--- src/rtl/neuron_mac_pkg.sv ---
// Shared fixed-point constants and saturation helpers for the NAR network datapath.
// Accumulator, tanh lookup and neuron blocks all clamp through these functions.
package neuron_mac_pkg;

    localparam int N_DEF = 10;
    localparam int Q_DEF = 9;

    // Helpers work on a wide signed carrier so any word width up to 32 bits can share them.
    localparam int WIDE_W = 64;

    function automatic logic signed [WIDE_W-1:0] sat_max(input int n);
        return (64'sd1 <<< (n - 1)) - 64'sd1;
    endfunction

    function automatic logic signed [WIDE_W-1:0] sat_min(input int n);
        return -(64'sd1 <<< (n - 1));
    endfunction

    function automatic logic signed [WIDE_W-1:0] saturate(input logic signed [WIDE_W-1:0] v,
                                                          input int n);
        logic signed [WIDE_W-1:0] r;
        r = v;
        if (v > sat_max(n)) begin
            r = sat_max(n);
        end else if (v < sat_min(n)) begin
            r = sat_min(n);
        end
        return r;
    endfunction

    localparam logic signed [N_DEF-1:0] SAT_MAX_DEF = N_DEF'(sat_max(N_DEF));
    localparam logic signed [N_DEF-1:0] SAT_MIN_DEF = N_DEF'(sat_min(N_DEF));

endpackage

--- src/rtl/neuron_mac_if.sv ---
// Weight/input/bias stream into one neuron and its pre-activation result back to the controller.
interface neuron_mac_if
    import neuron_mac_pkg::*;
#(
    parameter int N = N_DEF
) ();

    logic                inptReady;
    logic signed [N-1:0] w;
    logic signed [N-1:0] x;
    logic signed [N-1:0] b;
    logic signed [N-1:0] out;
    logic                outReady;

    modport master (
        output inptReady, w, x, b,
        input  out, outReady
    );

    modport slave (
        input  inptReady, w, x, b,
        output out, outReady
    );

endinterface

--- src/rtl/neuron_mac_mul.sv ---
// Fixed-point multiply: full-width signed product, floor shift by Q, clamp to N bits.
module fxp_mul_sat
    import neuron_mac_pkg::*;
#(
    parameter int N = N_DEF,
    parameter int Q = Q_DEF
) (
    input  logic signed [N-1:0] i_a,
    input  logic signed [N-1:0] i_b,
    output logic signed [N-1:0] o_p
);

    logic signed [2*N-1:0] w_full;
    logic signed [2*N-1:0] w_shift;

    assign w_full  = i_a * i_b;
    // Arithmetic shift floors toward -inf, so tiny negative products become -1, not 0.
    assign w_shift = w_full >>> Q;
    assign o_p     = N'(saturate(64'(w_shift), N));

endmodule

--- src/rtl/neuron_mac.sv ---
// Single fixed-point neuron: saturating sum of w*x products plus a combinational bias.
// State is only the accumulator and the one-cycle result strobe.
module neuron_mac
    import neuron_mac_pkg::*;
#(
    parameter int N = N_DEF,
    parameter int Q = Q_DEF
) (
    input  logic         clk,
    input  logic         rst,
    neuron_mac_if.slave  bus
);

    logic signed [N-1:0] w_prod;
    logic signed [N:0]   w_acc_sum;
    logic signed [N-1:0] w_acc_next;
    logic signed [N:0]   w_out_sum;

    logic signed [N-1:0] r_acc;
    logic                r_out_ready;

    fxp_mul_sat #(
        .N (N),
        .Q (Q)
    ) u_mul (
        .i_a (bus.w),
        .i_b (bus.x),
        .o_p (w_prod)
    );

    // One guard bit is enough: two in-range N-bit values cannot overflow N+1 bits.
    assign w_acc_sum  = {r_acc[N-1], r_acc} + {w_prod[N-1], w_prod};
    assign w_acc_next = N'(saturate(64'(w_acc_sum), N));

    // The accumulator only loads when inptReady is high, so junk on w/x while idle never reaches it.
    always_ff @(posedge clk or posedge rst) begin
        if (rst) begin
            r_acc       <= '0;
            r_out_ready <= 1'b0;
        end else begin
            r_out_ready <= bus.inptReady;
            if (bus.inptReady) begin
                r_acc <= w_acc_next;
            end
        end
    end

    // Bias is added after the register so a bias change shows up in the same cycle.
    assign w_out_sum    = {r_acc[N-1], r_acc} + {bus.b[N-1], bus.b};
    assign bus.out      = N'(saturate(64'(w_out_sum), N));
    assign bus.outReady = r_out_ready;

endmodule

--- src/flat_wrapper.sv ---
// flat-port wrapper written by rule: the top's interface ports become plain ports
module neuron_mac_flat import neuron_mac_pkg::*;
#(
    parameter int N = N_DEF,
    parameter int Q = Q_DEF
)
  (clk, rst, bus_inptReady, bus_w, bus_x, bus_b, bus_out, bus_outReady);
  neuron_mac_if #(.N(N)) bus_i ();
  input  logic clk;
  input  logic rst;
  input wire logic [$bits(bus_i.inptReady)-1:0] bus_inptReady;
  input wire logic [$bits(bus_i.w)-1:0] bus_w;
  input wire logic [$bits(bus_i.x)-1:0] bus_x;
  input wire logic [$bits(bus_i.b)-1:0] bus_b;
  output wire logic [$bits(bus_i.out)-1:0] bus_out;
  output wire logic [$bits(bus_i.outReady)-1:0] bus_outReady;
  assign bus_i.inptReady = bus_inptReady;
  assign bus_i.w = bus_w;
  assign bus_i.x = bus_x;
  assign bus_i.b = bus_b;
  assign bus_out = bus_i.out;
  assign bus_outReady = bus_i.outReady;
  neuron_mac #(.N(N), .Q(Q)) u_core (.clk(clk), .rst(rst), .bus(bus_i));
endmodule
--- config.mk ---
export PLATFORM = sky130hd
export DESIGN_NAME = neuron_mac_flat
export DESIGN_NICKNAME = d
export VERILOG_FILES = /design/src/rtl/neuron_mac_pkg.sv /design/src/rtl/neuron_mac_if.sv /design/src/rtl/neuron_mac_mul.sv /design/src/rtl/neuron_mac.sv /design/src/flat_wrapper.sv
export SDC_FILE = /design/constraint.sdc
export NUM_CORES = 1
export LEC_CHECK = 0
export ABC_AREA = 1
export BUFFER_PORTS_ARGS = -buffer_cell sky130_fd_sc_hd__buf_2
export CAP_MARGIN = 20
export CORE_UTILIZATION = 50
export DETAILED_ROUTE_END_ITERATION = 10
export MAX_ROUTING_LAYER = met4
export PLACE_DENSITY = 0.78
export RECOVER_POWER = 100
export SETUP_SLACK_MARGIN = 0.05
export SLEW_MARGIN = 20
export SYNTH_ARGS = -nofsm -noshare
export SYNTH_HDL_FRONTEND = slang
export SYNTH_SLANG_ARGS = --single-unit
--- constraint.sdc ---
create_clock -name clk -period 2.4 [get_ports clk]
set_clock_uncertainty 0.1 [all_clocks]
set_input_delay 0.48 -clock clk [delete_from_list [all_inputs] [get_ports clk]]
set_output_delay 0.48 -clock clk [all_outputs]
set_load 0.01 [all_outputs]
==> results.md <==
* Max incr delay on CP at 550 ps
* Commonest cells in the netlist: nand2_1 (208), inv_1 (191), fa_1 (92)
* Final critical-path share of the clock period at 265%
* YS warnings at 0
* Mean Syn Cell Area at 7.35 µm²
* FF-to-FF setup slack at ~100 ps
* Final worst slack at -3960 ps
* Antenna-violating nets left at 0
* Clk root buf: clkbuf_16
* Reg2reg start: u_core.r_acc[0]
* Setup-failing EPs final at 20
* Synth top area cells: fa_1 (32%), ha_1 (15%), nand2_1 (14%)
* Post-Syn Instances at 783
* HP Class: input pin to async pin
* Final min period at 6360 ps
* # fillers at 767
* Full die area at 11900 µm²
* Largest family of logic cells by synthesized area: adder cells
* Synth Area in Compound Gates at 7.61%
* Async SR Flop Fraction at 100%
* Xor/xnor share of the synthesized area at 3.67%
* Via Count at roughly 5600
* CP Launch Type: input pin
* Post-synthesis sequential area ratio at 4.78%
* Area share of the largest cell type after synthesis at a little under a third
* Number of global-route vias before repair at 5855
* DP HPWL at 11700 µm
* Clock latency on the worst-skew pair at 240 ps
* Slew headroom at 73.7%
* Nets at 1162
* GR Overflow Total at 0
* Num CTS Buffers at 3
* Flops & latches, synth at 11
* DRC errors left at 0
* RSZ-0062 raised after global routing: true
* Worst setup path endpoint: u_core.r_acc[7]
* Top Layer Used: met4
* Unique cell type count in the Yosys netlist at 39
* Fmax at 0.157 GHz
* Adder-Cell Fraction of Synth Area at 46.8%
* WL final at 14800 µm
* Multiplexer share of the synthesized area at 0%
* Crit end category: flop
* Slew Limit Fails at 0
* Crit Path Class: input pin to flop
* Ports at 44
* # clock sinks at 11
* Initial DRC Count at 317
* WL/cell at 13.3 µm
* Crit path depth at 33
* Final count of hold timing violations at 0
* Number of detailed-route iterations in the first pass at 5
* Clk pin slew, worst setup/hold paths at 40 ps
* Worst Setup SP: bus_x[9]
* Crit-path leading delay family: adder cells
* Reg2reg path depth at 13
* Critical path peak fanout at 6
* Mapped Area at 5760 µm²
* Buf/Inv on CP at 5
* Syn_nets at 976
* Setup TNS Final at -42990 ps
* TritonCTS clock tree: yes
* Crit-path most repeated cell: nand2_4
* Worst EP required at 2420 ps
* Total of max-cap violations at 0
* Antenna Diode Count at 0
* Synth Area in Simple Gates at between 20% and 30%
* Cts hold-fix bufs at 0
* Num rows at 38
* Initial core utilization at 52.2%
* # port buffers at 43
* Wire length on met3 at 632 µm
* GRT Overall Usage at 26.3%
* Syn-to-layout area delta at 39.0%
* Die Ht at approximately 110 µm
* GP Congestion at 0.881
* Status: complete, but fails checks
* Via density at 5.09
* Post-synth top flop: dfrtp_1
* Dominant cell by count in the synthesized netlist: nand2_1
* Die Width at 109 µm
* Clk buf depth at 2
* Worst-margin pin slew at 393 ps
* Metal-1 WL at 6200 µm
* Critical-path top delay cell: fa_2
* Post-synth EDFFs at 0
* First-pass GRT wire length at 24400 µm
* Largest net degree at the start of global routing at 12
* R2R Path End: u_core.r_acc[7]
* H-tree levels at 1
* CP arrival at about 6400 ps
* Largest area contributor in the netlist: fa_1
* Initial antenna violation count at 0
* Met2 WL at 7630 µm
* Failing checks: negative setup slack
* Proportion of layout cells with a drive suffix above 1 at 35.5%
* Core Region at 11000 µm²
## area by class of cell
type | instances | area, µm² | share of cell area (%)
timing repair buffer | 199 | 1510 | 18.8
sequential | 11 | 275 | 3.44
inverter | 191 | 723 | 9.04
clock buffer | 4 | 78.8 | 0.985
tap | 140 | 175 | 2.19
timing repair inverter | 1 | 7.51 | 0.0938
multi-input combinational | 562 | 5240 | 65.4
## routing by layer
layer / vias up / track usage [%]
met2: 154 / 48.3
li1: 2713 / -
met1: 2734 / 32.0
met5: - / -
met4: 0 / 4.86
met3: 35 / 1.66
## flip-flops by register name, indices dropped and copies added, names as in the netlist
| name | cells |
|---|---|
| u_core.bus.outReady | 1 |
| u_core.r_acc | 10 |
## cell families after synthesis
kind of cell / after synthesis
flip-flops: 11
adder cells (fa/ha/maj): 160
buffers and inverters: 212
AO/OA/AOI/OAI: 78
XOR/XNOR: 22
AND/OR/NAND/NOR: 300
## through the flow
stage	setup WS (ps)	area [µm²]	std cells	utilization, %	hold WS (ps)
floorplan	-3740	6230	783	-	232
global placement	-4040	7420	1082	67.3	372
detailed placement	-4180	7420	1082	67.3	377
CTS	-3720	7770	1100	70.4	131
global route	-4140	8000	1108	72.5	163
finish	-3960	8000	1108	72.5	117
## worst min-delay path by stage
stage,end,slack (ps),depth (start not counted)
6_report,u_core.r_acc[9],120,2
5_1_grt,u_core.r_acc[9],160,2
4_1_cts,u_core.r_acc[9],130,2
3_5_place_dp,u_core.r_acc[9],380,2
3_3_place_gp,u_core.bus.outReady,370,2
2_1_floorplan,u_core.bus.outReady,230,1
## placed cells by master (no fill, tap or decap), drive strengths merged, types with 2 or more instances in the layout
| cell | n |
|---|---|
| clkbuf | 7 |
| nor3 | 4 |
| ha | 68 |
| dfrtp | 11 |
| xnor2 | 5 |
| nand3b | 4 |
| o21bai | 2 |
| nor4 | 2 |
| nand4 | 3 |
| a21oi | 40 |
| or2 | 2 |
| nand3 | 24 |
| clkinvlp | 2 |
| o21a | 2 |
| a31oi | 2 |
| nand2 | 221 |
| xor2 | 17 |
| inv | 190 |
| buf | 196 |
| nor2 | 41 |
| fa | 92 |
| o21ai | 28 |
## repair_timing
action / in CTS / in global routing
pin swaps: 27 / 34
setup buffers: 11 / 8
resized for setup: 46 / 58
setup endpoints to repair: 20 / 20
gates cloned: 3 / 0
Power is not shown: default switching activity piles up to over one toggle a cycle in this logic, so the estimate is an artifact.
